<file path="src/rtl/rf_access_arbiter.sv">
// rf_access_arbiter
// Shares a single-ported register file between two requesters. After reset
// it sweeps INIT_VALUE into every register. Once the sweep is done it grants
// one request per cycle, round-robin on contention. Read data comes back one
// cycle after acceptance with a one-cycle valid strobe on the requesting port.
module rf_access_arbiter #(
  parameter int                NUM_REGS   = 32,
  parameter int                ADDR_W     = 5,
  parameter int                DATA_W     = 32,
  parameter logic [DATA_W-1:0] INIT_VALUE = '0,
  parameter bit                PROTECT_R0 = 1'b1
) (
  input  logic              clk,
  input  logic              rst,
  // requester port 0
  input  logic              req0_valid,
  input  logic              req0_write,
  input  logic [ADDR_W-1:0] req0_addr1,
  input  logic [ADDR_W-1:0] req0_addr2,
  input  logic [DATA_W-1:0] req0_wdata,
  output logic              req0_ready,
  // requester port 1
  input  logic              req1_valid,
  input  logic              req1_write,
  input  logic [ADDR_W-1:0] req1_addr1,
  input  logic [ADDR_W-1:0] req1_addr2,
  input  logic [DATA_W-1:0] req1_wdata,
  output logic              req1_ready,
  // read responses
  output logic              rsp0_valid,
  output logic [DATA_W-1:0] rsp0_data1,
  output logic [DATA_W-1:0] rsp0_data2,
  output logic              rsp1_valid,
  output logic [DATA_W-1:0] rsp1_data1,
  output logic [DATA_W-1:0] rsp1_data2,
  // status
  output logic              init_done,
  // register file side
  output logic              rf_rw_en,
  output logic [ADDR_W-1:0] rf_raddr1,
  output logic [ADDR_W-1:0] rf_raddr2,
  output logic [ADDR_W-1:0] rf_waddr,
  output logic [DATA_W-1:0] rf_wdata,
  input  logic [DATA_W-1:0] rf_rdata1,
  input  logic [DATA_W-1:0] rf_rdata2
);

  localparam logic [0:0]        ST_INIT   = 1'b0;
  localparam logic [0:0]        ST_RUN    = 1'b1;
  localparam logic [ADDR_W-1:0] LAST_ADDR = ADDR_W'(NUM_REGS - 1);

  logic [0:0]        r_state;
  logic [ADDR_W-1:0] r_init_cnt;
  logic              r_rr_ptr;     // port favoured on the next contention
  logic              r_rsp_valid;  // a read was issued at the last edge
  logic              r_rsp_tag;    // port that issued that read

  logic [1:0]        w_req_valid;
  logic [1:0]        w_grant;
  logic              w_gnt_port;
  logic              w_any_grant;
  logic              w_sel_write;
  logic [ADDR_W-1:0] w_sel_addr1;
  logic [ADDR_W-1:0] w_sel_addr2;
  logic [DATA_W-1:0] w_sel_wdata;
  logic              w_sel_r0;
  logic              w_do_write;
  logic              w_do_read;
  logic              w_running;

  assign w_req_valid = {req1_valid, req0_valid};
  assign w_running   = (r_state == ST_RUN) && !rst;

  // Round-robin grant: a lone requester wins, contention goes to the pointer.
  always_comb begin
    w_grant = 2'b00;
    if (w_running) begin
      if (w_req_valid == 2'b11) begin
        w_grant[r_rr_ptr] = 1'b1;
      end else begin
        w_grant = w_req_valid;
      end
    end
  end

  assign w_any_grant = |w_grant;
  assign w_gnt_port  = w_grant[1];
  assign req0_ready  = w_grant[0];
  assign req1_ready  = w_grant[1];

  // Payload of the granted port.
  assign w_sel_write = w_gnt_port ? req1_write : req0_write;
  assign w_sel_addr1 = w_gnt_port ? req1_addr1 : req0_addr1;
  assign w_sel_addr2 = w_gnt_port ? req1_addr2 : req0_addr2;
  assign w_sel_wdata = w_gnt_port ? req1_wdata : req0_wdata;

  // A write to r0 still handshakes but is swallowed when protection is on.
  assign w_sel_r0   = PROTECT_R0 && (w_sel_addr1 == '0);
  assign w_do_write = w_any_grant && w_sel_write && !w_sel_r0;
  assign w_do_read  = w_any_grant && !w_sel_write;

  // Register file command; the default is a harmless read of r0 because
  // rf_rw_en low would commit a write.
  always_comb begin
    rf_rw_en  = 1'b1;
    rf_raddr1 = '0;
    rf_raddr2 = '0;
    rf_waddr  = '0;
    rf_wdata  = '0;
    if (!rst) begin
      if (r_state == ST_INIT) begin
        rf_rw_en = 1'b0;
        rf_waddr = r_init_cnt;
        rf_wdata = INIT_VALUE;
      end else if (w_do_write) begin
        rf_rw_en = 1'b0;
        rf_waddr = w_sel_addr1;
        rf_wdata = w_sel_wdata;
      end else if (w_do_read) begin
        rf_raddr1 = w_sel_addr1;
        rf_raddr2 = w_sel_addr2;
      end
    end
  end

  // Init sweep: one register per cycle, then switch to normal service.
  always_ff @(posedge clk) begin
    if (rst) begin
      r_state    <= ST_INIT;
      r_init_cnt <= '0;
    end else if (r_state == ST_INIT) begin
      r_init_cnt <= r_init_cnt + 1'b1;
      if (r_init_cnt == LAST_ADDR) begin
        r_state <= ST_RUN;
      end
    end
  end

  // Fairness pointer moves only when both ports competed.
  always_ff @(posedge clk) begin
    if (rst) begin
      r_rr_ptr <= 1'b0;
    end else if (w_running && (w_req_valid == 2'b11)) begin
      r_rr_ptr <= ~r_rr_ptr;
    end
  end

  // Remember which port owns the data the register file returns next cycle.
  always_ff @(posedge clk) begin
    if (rst) begin
      r_rsp_valid <= 1'b0;
      r_rsp_tag   <= 1'b0;
    end else begin
      r_rsp_valid <= w_do_read;
      r_rsp_tag   <= w_gnt_port;
    end
  end

  // Status and responses are masked while reset is held so an in-flight
  // read never surfaces.
  assign init_done  = w_running;
  assign rsp0_valid = r_rsp_valid && !r_rsp_tag && !rst;
  assign rsp1_valid = r_rsp_valid &&  r_rsp_tag && !rst;
  assign rsp0_data1 = rf_rdata1;
  assign rsp0_data2 = rf_rdata2;
  assign rsp1_data1 = rf_rdata1;
  assign rsp1_data2 = rf_rdata2;

endmodule

</file>
<file path="config.mk">
export PLATFORM = sky130hd
export DESIGN_NAME = rf_access_arbiter
export DESIGN_NICKNAME = d
export VERILOG_FILES = /design/src/rtl/rf_access_arbiter.sv
export SDC_FILE = /design/constraint.sdc
export NUM_CORES = 1
export LEC_CHECK = 0
export ABC_AREA = 1
export BUFFER_PORTS_ARGS = -buffer_cell sky130_fd_sc_hd__buf_2
export CORE_AREA = 10 10 121 123
export DETAILED_ROUTE_END_ITERATION = 10
export DIE_AREA = 0 0 131 133
export SLEW_MARGIN = 20
export SYNTH_ARGS = -nofsm -noshare
export SYNTH_HDL_FRONTEND = slang
export SYNTH_SLANG_ARGS = --single-unit
</file>
<file path="constraint.sdc">
create_clock -name clk -period 6.1 [get_ports clk]
set_input_delay 1.22 -clock clk [delete_from_list [all_inputs] [get_ports clk]]
set_output_delay 1.22 -clock clk [all_outputs]
set_load 0.05 [all_outputs]
</file>
* Yosys cells after proc, flatten, opt, wreduce, memory -nomap -nowiden *
Cells that the tools add are included.

operators by class
  eq/ne operators = 2
  bitwise operators = 1
  magnitude comparators = 2
  $add $sub $neg = 1
  reduce and logical (&&, ||, !) cells = 16
  muxes and demuxes = 27

operators with widths
  kind                   number
  $mux W32               4
  $mux W5                13
  $logic_and A1 B1 Y1    10
  $mux W1                7
  $add A5 B1 Y5 const B  1
  $eq A5 B5 Y1 const B   1
  $logic_not A5 Y1       1
  $logic_not A1 Y1       4
  $mux W2                2
  $eq A2 B2 Y1 const B   1
  $lt A1 B2 Y1 const B   1
  $reduce_or A2 Y1       1
  $demux W1 S1           1
  $ge A1 B1 Y1 const B   1
  $not A1 Y1             1

word-level totals
  word-level logic and storage cells = 54
  output and inout port bits = 181
  input bits = 154
  register bits = 9

* Depth between registers and ports, before layout *
Gate-level depths: netlist (run 1).

  depth after elaboration = 13
  mapped depth = 13
  gate-level depth less buffers = 11

* Worst setup path before layout (run 1) *
No wires, ideal clock.

  path type = in2out
  from = input port rst
  to = output port rf_raddr2[0]
  setup slack = 1.237 ns
  required time = 4.880 ns
  cell stages on the path = 7
  buffers on the path = 2
  arrival time = 3.643 ns
  cells stage by stage = buf_4 > nor2_8 > nand2_1 > a21oi_1 > o21ai_1 > buf_2 > a21oi_1

on the way
  elaborated cells between the ends (all ways) = 17
  those cells by class = 8 x mux; 9 x reduce/logical

RTL lines
  item                                                   line     RTL
  from (decl)                                            14       input logic rst,
  $logic_not A1 Y1 *                                     72       assign w_running = (r_state == ST_RUN) && !rst;
  $logic_and A1 B1 Y1 *                                  72
  named net init_done                                    37       output logic init_done,
  $mux W2 *                                              77       if (w_running) begin
  named net req0_ready                                   21       output logic req0_ready,
  $reduce_or A2 Y1 *                                     86       assign w_any_grant = |w_grant;
  $logic_and A1 B1 Y1 (on tied branches)                 100, 99
  $mux W5 / $logic_and A1 B1 Y1 (equally long branches)  119, 99
  $mux W5 *                                              115      end else if (w_do_write) begin
  $mux W5 *                                              111      if (r_state == ST_INIT) begin
  $mux W5 *                                              110      if (!rst) begin
  to (decl)                                              41       output logic [ADDR_W-1:0] rf_raddr2,

Mark *: on every way through the listed nets, which the timed path passes. The rest lies on a longest branch.

* Final worst setup path (run 1) *
  from = input port rst
  to = output port rf_wdata[22]

on the way
  word-level cells in the longest chain between the ends = 10
  elaborated cells between the ends (all ways) = 14
  those cells by class = 7 x mux; 7 x reduce/logical

ends and longest elaborated chain
  item                 line  RTL
  $logic_not A1 Y1     72
  $logic_and A1 B1 Y1  72
  $mux W2              77
  $mux W5              93    assign w_sel_addr1 = w_gnt_port ? req1_addr1 : req0_addr1;
  $logic_not A5 Y1     98    assign w_sel_r0 = PROTECT_R0 && (w_sel_addr1 == '0);
  $logic_not A1 Y1     99    assign w_do_write = w_any_grant && w_sel_write && !w_sel_r0;
  $logic_and A1 B1 Y1  99
  $mux W32             115
  $mux W32             111
  $mux W32 *           110
  to (decl)            43    output logic [DATA_W-1:0] rf_wdata,

Every way passes the cells marked *; elsewhere a longest branch is shown, timed or not.

==> results.toml, run 1 <==
[outcome]
status = "complete, no violations"

[power]
ir_drop_mv = 0.1619
power_frac_comb_pct = 24.9
leakagePower_uw = 0.001283
power.density_nw_per_um2 = 102.9
pwr-share-seq_pct = 26.4
p_int_uw = 176.7
p_clk_share_pct = 48.7
power.switching_uw = 60.66
switching_share_pct = 25.55

[die]
num_io_pins = 335
dieArea_um2 = 17420
die_w_um = 131
die_h_um = 133
start_util_pct = 19.30
rows = 41
fp.coreArea_um2 = 12360

[synthesis]
yosysSeqAreaShare_pct = 7.551
ys_ff_latch = 9
async_reset_ff_share_pct = 0
netlist_instances = 361
synth_area_per_cell_um2 = 6.610
synth_nets = 517
synthTopCellsByArea = "buf_4 41%, nand2_1 15%, a21oi_2 11%, dfxtp_1 7.6%, a21oi_1 3.1%"
syn-cell-area_um2 = 2386
synthFlopType = "dfxtp_1"
post-synth-top-count-cell = "buf_4"
yosys.area.top_type = "buf_4"
ys_warn_count = 0
synth_top_area_share_pct = 41.22
synth_common_cells = "131 x buf_4, 94 x nand2_1, 30 x a21oi_2"
synth_edf_count = 0
synth.distinct_cells = 26

[placement]
hpwl_um = 7031
gp_congestion = 0.7502
port_buffers = 142

[detailed_routing]
finalWirelength_um = 8224
drtIter0Drc = 55
drc = 0
first_pass_iters = 4
drt-vias-per-instance = 3.842
postRouteAntennaNets = 0
routedWlPerCell_um = 15.29
vias = 2067

[sta]
hold_ws_ps = 485.4
drv_slew = 0
rsz0062_at_grt = "no"
finClkSkew_ps = 1.837
fin_crit_sh_pct = 73.00
hold_viol = 0
setup_tns_ps = 0
setup-violations-final = 0
worst_pin_slew_ps = 858.8
max_slew_margin_pct = 42.36
fmax_mhz = 224.6
fin_crit_ps = 4453

[cts]
clk_latency_ps = 230
cts_sinks = 9
clk_pin_slew_ps = 40
cts-resized-gates = 0
cts_hold_buf = 0
cts_root_buf = "clkbuf_16"
cts_htree_levels = 1
clock_path_buffers = 2
post_cts_buffers = 0
cts_tree = "built"
numCtsBuffers = 3

[critical_path]
cp-end-kind = "output port"
r2r_cells = 8
arrival_ps = 3230
reg2reg_slack_ps = 3960
cpMostUsedCell = "buf_2"
slowest_stage = "buf_4"
critical_path.startpoint_type = "primary input"
slowest_delay_ps = 430
crit_required_ps = 4880
path_cells = "buf_2 -> nor2_8 -> nand3_4 -> buf_4 -> nand2_1 -> o21ai_1 -> nor2_2 -> nand2_4 -> nand2_8 -> a21oi_2 -> buf_2"
critPathMaxFanout = 48
worstSetupPathType = "primary input to output port"

[finish]
syn_to_final_growth_pct = -3.304
nFillCells = 1472
drive_above_1_share_pct = 52.19
final_util_pct = 18.66
antenna_cells = 0
fin_nets = 523

[hold_path]
worstHoldPathCells = 2
min_path_type = "flop to flop"

[global_route]
grt_pass1_vias = 2137
antenna_found_initial = 0
grt_overflow = 0
grt_use_total_pct = 8.384
grt_pass1_wl_um = 11700
grt_max_degree = 49

[job]
maxCapViolCount = 0
==> cell usage in the layout (no fill, tap or decap), types with 3 or more instances in the layout <==
cell type  count
nor2_1        17
o21ai_0        7
inv_1         20
clkbuf_16      3
buf_2        142
a21oi_1       15
a21oi_2       30
nand2_2        3
nand3_1        5
dfxtp_1        9
nand2_1       94
==> metrics by stage <==
stage	power (uW)	cell area, um2	setup WS (ps)	instances
global placement	122.6	2228	1595	534
global route	252.0	2307	1422	538
detailed placement	122.7	2228	1624	534
floorplan	315.6	2386	1237	361
CTS	240.6	2307	1625	538
finish	237.4	2307	1647	538
==> power by group through the flow <==
stage | registers (uW) | clock network, uW | logic (uW)
2_1_floorplan | 63.2 | 0 | 252
6_report | 62.6 | 116 | 59.2
3_5_place_dp | 63.5 | 0 | 59.1
3_3_place_gp | 63.5 | 0 | 59.1
4_1_cts | 62.6 | 119 | 59.5
5_1_grt | 62.9 | 122 | 66.7
==> area by class of cell <==
| type | instances | area [um2] | share of cell area, % |
|---|---|---|---|
| Tap cell | 172 | 215.2 | 9.328 |
| Sequential cell | 9 | 180.2 | 7.809 |
| Clock buffer | 4 | 78.83 | 3.416 |
| Inverter | 21 | 83.83 | 3.633 |
| Timing Repair Buffer | 144 | 725.7 | 31.45 |
| Multi-Input combinational cell | 188 | 1023 | 44.36 |
==> registers in the layout (all words and copies together), names as in the netlist <==
name	count
r_rsp_valid	1
r_rr_ptr	1
r_state	1
r_rsp_tag	1
r_init_cnt	5
==> path summary, 6_finish.rpt <==
check                              start           end
worst max-delay path                 rst  rf_wdata[22]
worst min-delay path            r_rr_ptr      r_rr_ptr
worst max register to register   r_state   r_rsp_valid
worst min register to register  r_rr_ptr      r_rr_ptr
==> layer usage <==
| metal | vias up | share of wire [%] | global-route usage, % |
|---|---|---|---|
| met2 | 188 | 49 | 15.25 |
| met3 | 39 | 15 | 4.275 |
| met1 | 836 | 31 | 7.505 |
| met5 | - | 0 | 0 |
| li1 | 1004 | - | - |
| met4 | 0 | 4.0 | 3.646 |
==> logic make-up after synthesis <==
family	count (synthesis)	synth area share, %
AOI/OAI and AO/OA	58	17.78
adders and majority gates	2	1.049
buffers and inverters	164	49.55
DFF	9	7.551
and+or+nand+nor	128	24.07
==> worst max-delay path, delay by kind of cell <==
kind / cells / cell delay [ps]
simple gates: 6 / 610
compound gates: 2 / 390
buf+inv: 3 / 940
No activity file was read; power rests on OpenSTA's default activity.
==> run 2: changes to the inputs <==
- ABC_AREA: 1 -> 0
- CORE_AREA: 10 10 121 123 -> 10 10 122 124
- DIE_AREA: 0 0 131 133 -> 0 0 132 134
- clock period: 6.1 -> 4.5 ns (I/O delays scaled with it)
==> results.toml, run 2 <==
[synthesis]
post-synth-top-count-cell = "buf_4"
synthTopCellsByArea = "buf_4 40%, a211oi_2 15%, nand2_1 7.6%, dfxtp_1 7.3%, nand3_1 6.7%"
synth_common_cells = "130 x buf_4, 50 x nand2_1, 33 x nand3_1"
synth_top_area_share_pct = 39.78
ys_ff_latch = 9
async_reset_ff_share_pct = 0
synth_area_per_cell_um2 = 7.324
netlist_instances = 335
synthFlopType = "dfxtp_1"
yosys.area.top_type = "buf_4"
syn-cell-area_um2 = 2454
ys_warn_count = 0
synth_nets = 491
synth.distinct_cells = 35
yosysSeqAreaShare_pct = 7.343
synth_edf_count = 0

[power]
power.density_nw_per_um2 = 130.8
pwr-share-seq_pct = 26.9
p_clk_share_pct = 49.1
switching_share_pct = 24.69
power.switching_uw = 78.26
p_int_uw = 238.7
leakagePower_uw = 0.001029
power_frac_comb_pct = 23.9
ir_drop_mv = 0.1803

[placement]
gp_congestion = 0.7633
port_buffers = 142
hpwl_um = 7564
placed_cell_area_um2 = 2345

[critical_path]
critical_path.startpoint_type = "primary input"
crit_required_ps = 3600
slowest_delay_ps = 310
arrival_ps = 2670
critPathMaxFanout = 28
worstSetupPathType = "primary input to output port"
path_cells = "buf_2 -> nor2b_4 -> nand3b_4 -> inv_4 -> a22oi_4 -> buf_4 -> a211oi_2 -> buf_2"
cp-end-kind = "output port"
cpMostUsedCell = "buf_2"
slowest_stage = "buf_2"
reg2reg_slack_ps = 2760

[cts]
cts_htree_levels = 1
clk_pin_slew_ps = 40
cts_sinks = 9
cts_hold_buf = 0
cts_tree = "built"
post_cts_buffers = 0
cts-resized-gates = 0
clk_latency_ps = 230
numCtsBuffers = 3
cts_root_buf = "clkbuf_16"
clock_path_buffers = 2

[detailed_routing]
drc = 0
drtIter0Drc = 75
drt-vias-per-instance = 4.190
finalWirelength_um = 9133
postRouteAntennaNets = 0
first_pass_iters = 4
vias = 2137
routedWlPerCell_um = 17.91

[finish]
nFillCells = 1427
final_util_pct = 19.44
fin_nets = 495
largest_reg_flops = 5
syn_to_final_growth_pct = -1.224
fin_area_um2 = 2424
drive_above_1_share_pct = 56.21
seq_area_um2 = 180.2
antenna_cells = 0
final_cell_mix = "141 x buf_2, 50 x nand2_1, 33 x nand3_1"
multi_input_area_um2 = 1161
layout_commonest_cell = "buf_2"
top_register = "r_init_cnt"

[die]
start_util_pct = 19.68
die_w_um = 132
fp.coreArea_um2 = 12470
num_io_pins = 335
dieArea_um2 = 17690
rows = 41
die_h_um = 134

[global_route]
grtUsageMet3_pct = 4.406
grt_max_degree = 39
grt_pass1_vias = 2389
grt_util_met2_pct = 16.71
top_usage_layer = "met2"
antenna_found_initial = 0
grt_pass1_wl_um = 13620
grt_use_total_pct = 9.456
grt_overflow = 0
use_met1_pct = 9.152

[sta]
worst_pin_slew_ps = 474.7
hold_viol = 0
rsz0062_at_grt = "no"
fin_crit_ps = 3574
fmax_mhz = 279.8
fin_crit_sh_pct = 79.43
drv_slew = 0
finClkSkew_ps = 0.9037
max_slew_margin_pct = 68.35
setup_tns_ps = 0
setup-violations-final = 0

[job]
maxCapViolCount = 0

[outcome]
status = "complete, no violations"

[hold_path]
min_path_type = "flop to flop"
==> run 2: cell types whose count changed in the layout (fill, tap and decap cells not counted), sizes merged, moves of 7 or more <==
cell / previous run / this run
a211oi: 1 / 32
nand2: 99 / 50
mux2i: 0 / 7
a21oi: 45 / 6
o21ai: 12 / 5
nand3: 6 / 33
inv: 21 / 4
==> run 2: metrics by stage <==
| stage | power, uW | hold slack [ps] | instances | setup WS, ps |
|---|---|---|---|---|
| 6_report | 317.0 | 537.5 | 510 | 925.6 |
| 2_1_floorplan | 420.7 | 492.8 | 335 | 879.9 |
| 3_5_place_dp | 162.7 | 535.4 | 506 | 889.7 |
| 3_3_place_gp | 162.3 | 527.5 | 506 | 914.7 |
| 5_1_grt | 335.7 | 587.1 | 510 | 820.5 |
| 4_1_cts | 322.1 | 545.1 | 510 | 890.7 |
==> run 2: cells by family after synthesis <==
kind of cell / synth area share [%]
mux: 2.856
buf+inv: 45.74
compound gates: 20.45
xor+xnor: 1.428
simple gates: 21.16
fa+ha+maj: 1.020
flops: 7.343
==> run 2: cell type report <==
class,count,area share [%]
tap,172,8.880
inverter,4,0.7228
sequential,9,7.434
clock buffer,4,3.252
timing repair buffer,148,31.80
multi-input combinational,173,47.91
==> run 2: final timing paths <==
| path | cells after the start | endpoint | from |
|---|---|---|---|
| hold / removal | 2 | r_init_cnt[4] | r_init_cnt[4] |
| hold reg to reg | 2 | r_init_cnt[4] | r_init_cnt[4] |
| setup reg to reg | 4 | r_rsp_valid | r_state |
| setup / recovery | 8 | rf_wdata[6] | rst |
==> run 2: routing by layer <==
layer / routed length [um] / part of all wire, %
met2: 4478 / 49
met1: 3192 / 35
met5: 0 / 0
met3: 1139 / 12
met4: 323 / 3.5
==> run 2: critical path: cells and delay by family <==
| kind | cells | cell delay, ps |
|---|---|---|
| AOI/OAI and AO/OA | 2 | 460 |
| buffers and inverters | 4 | 1000 |
| and+or+nand+nor | 2 | 270 |
==> run 2: power by group through the flow <==
| stage | logic [uW] | registers, uW | clock network, uW |
|---|---|---|---|
| 2_1_floorplan | 335 | 85.8 | 0 |
| 3_3_place_gp | 75.7 | 86.6 | 0 |
| 3_5_place_dp | 76.1 | 86.6 | 0 |
| 4_1_cts | 76.5 | 85.3 | 160 |
| 5_1_grt | 83.2 | 85.6 | 167 |
| 6_report | 75.8 | 85.4 | 156 |
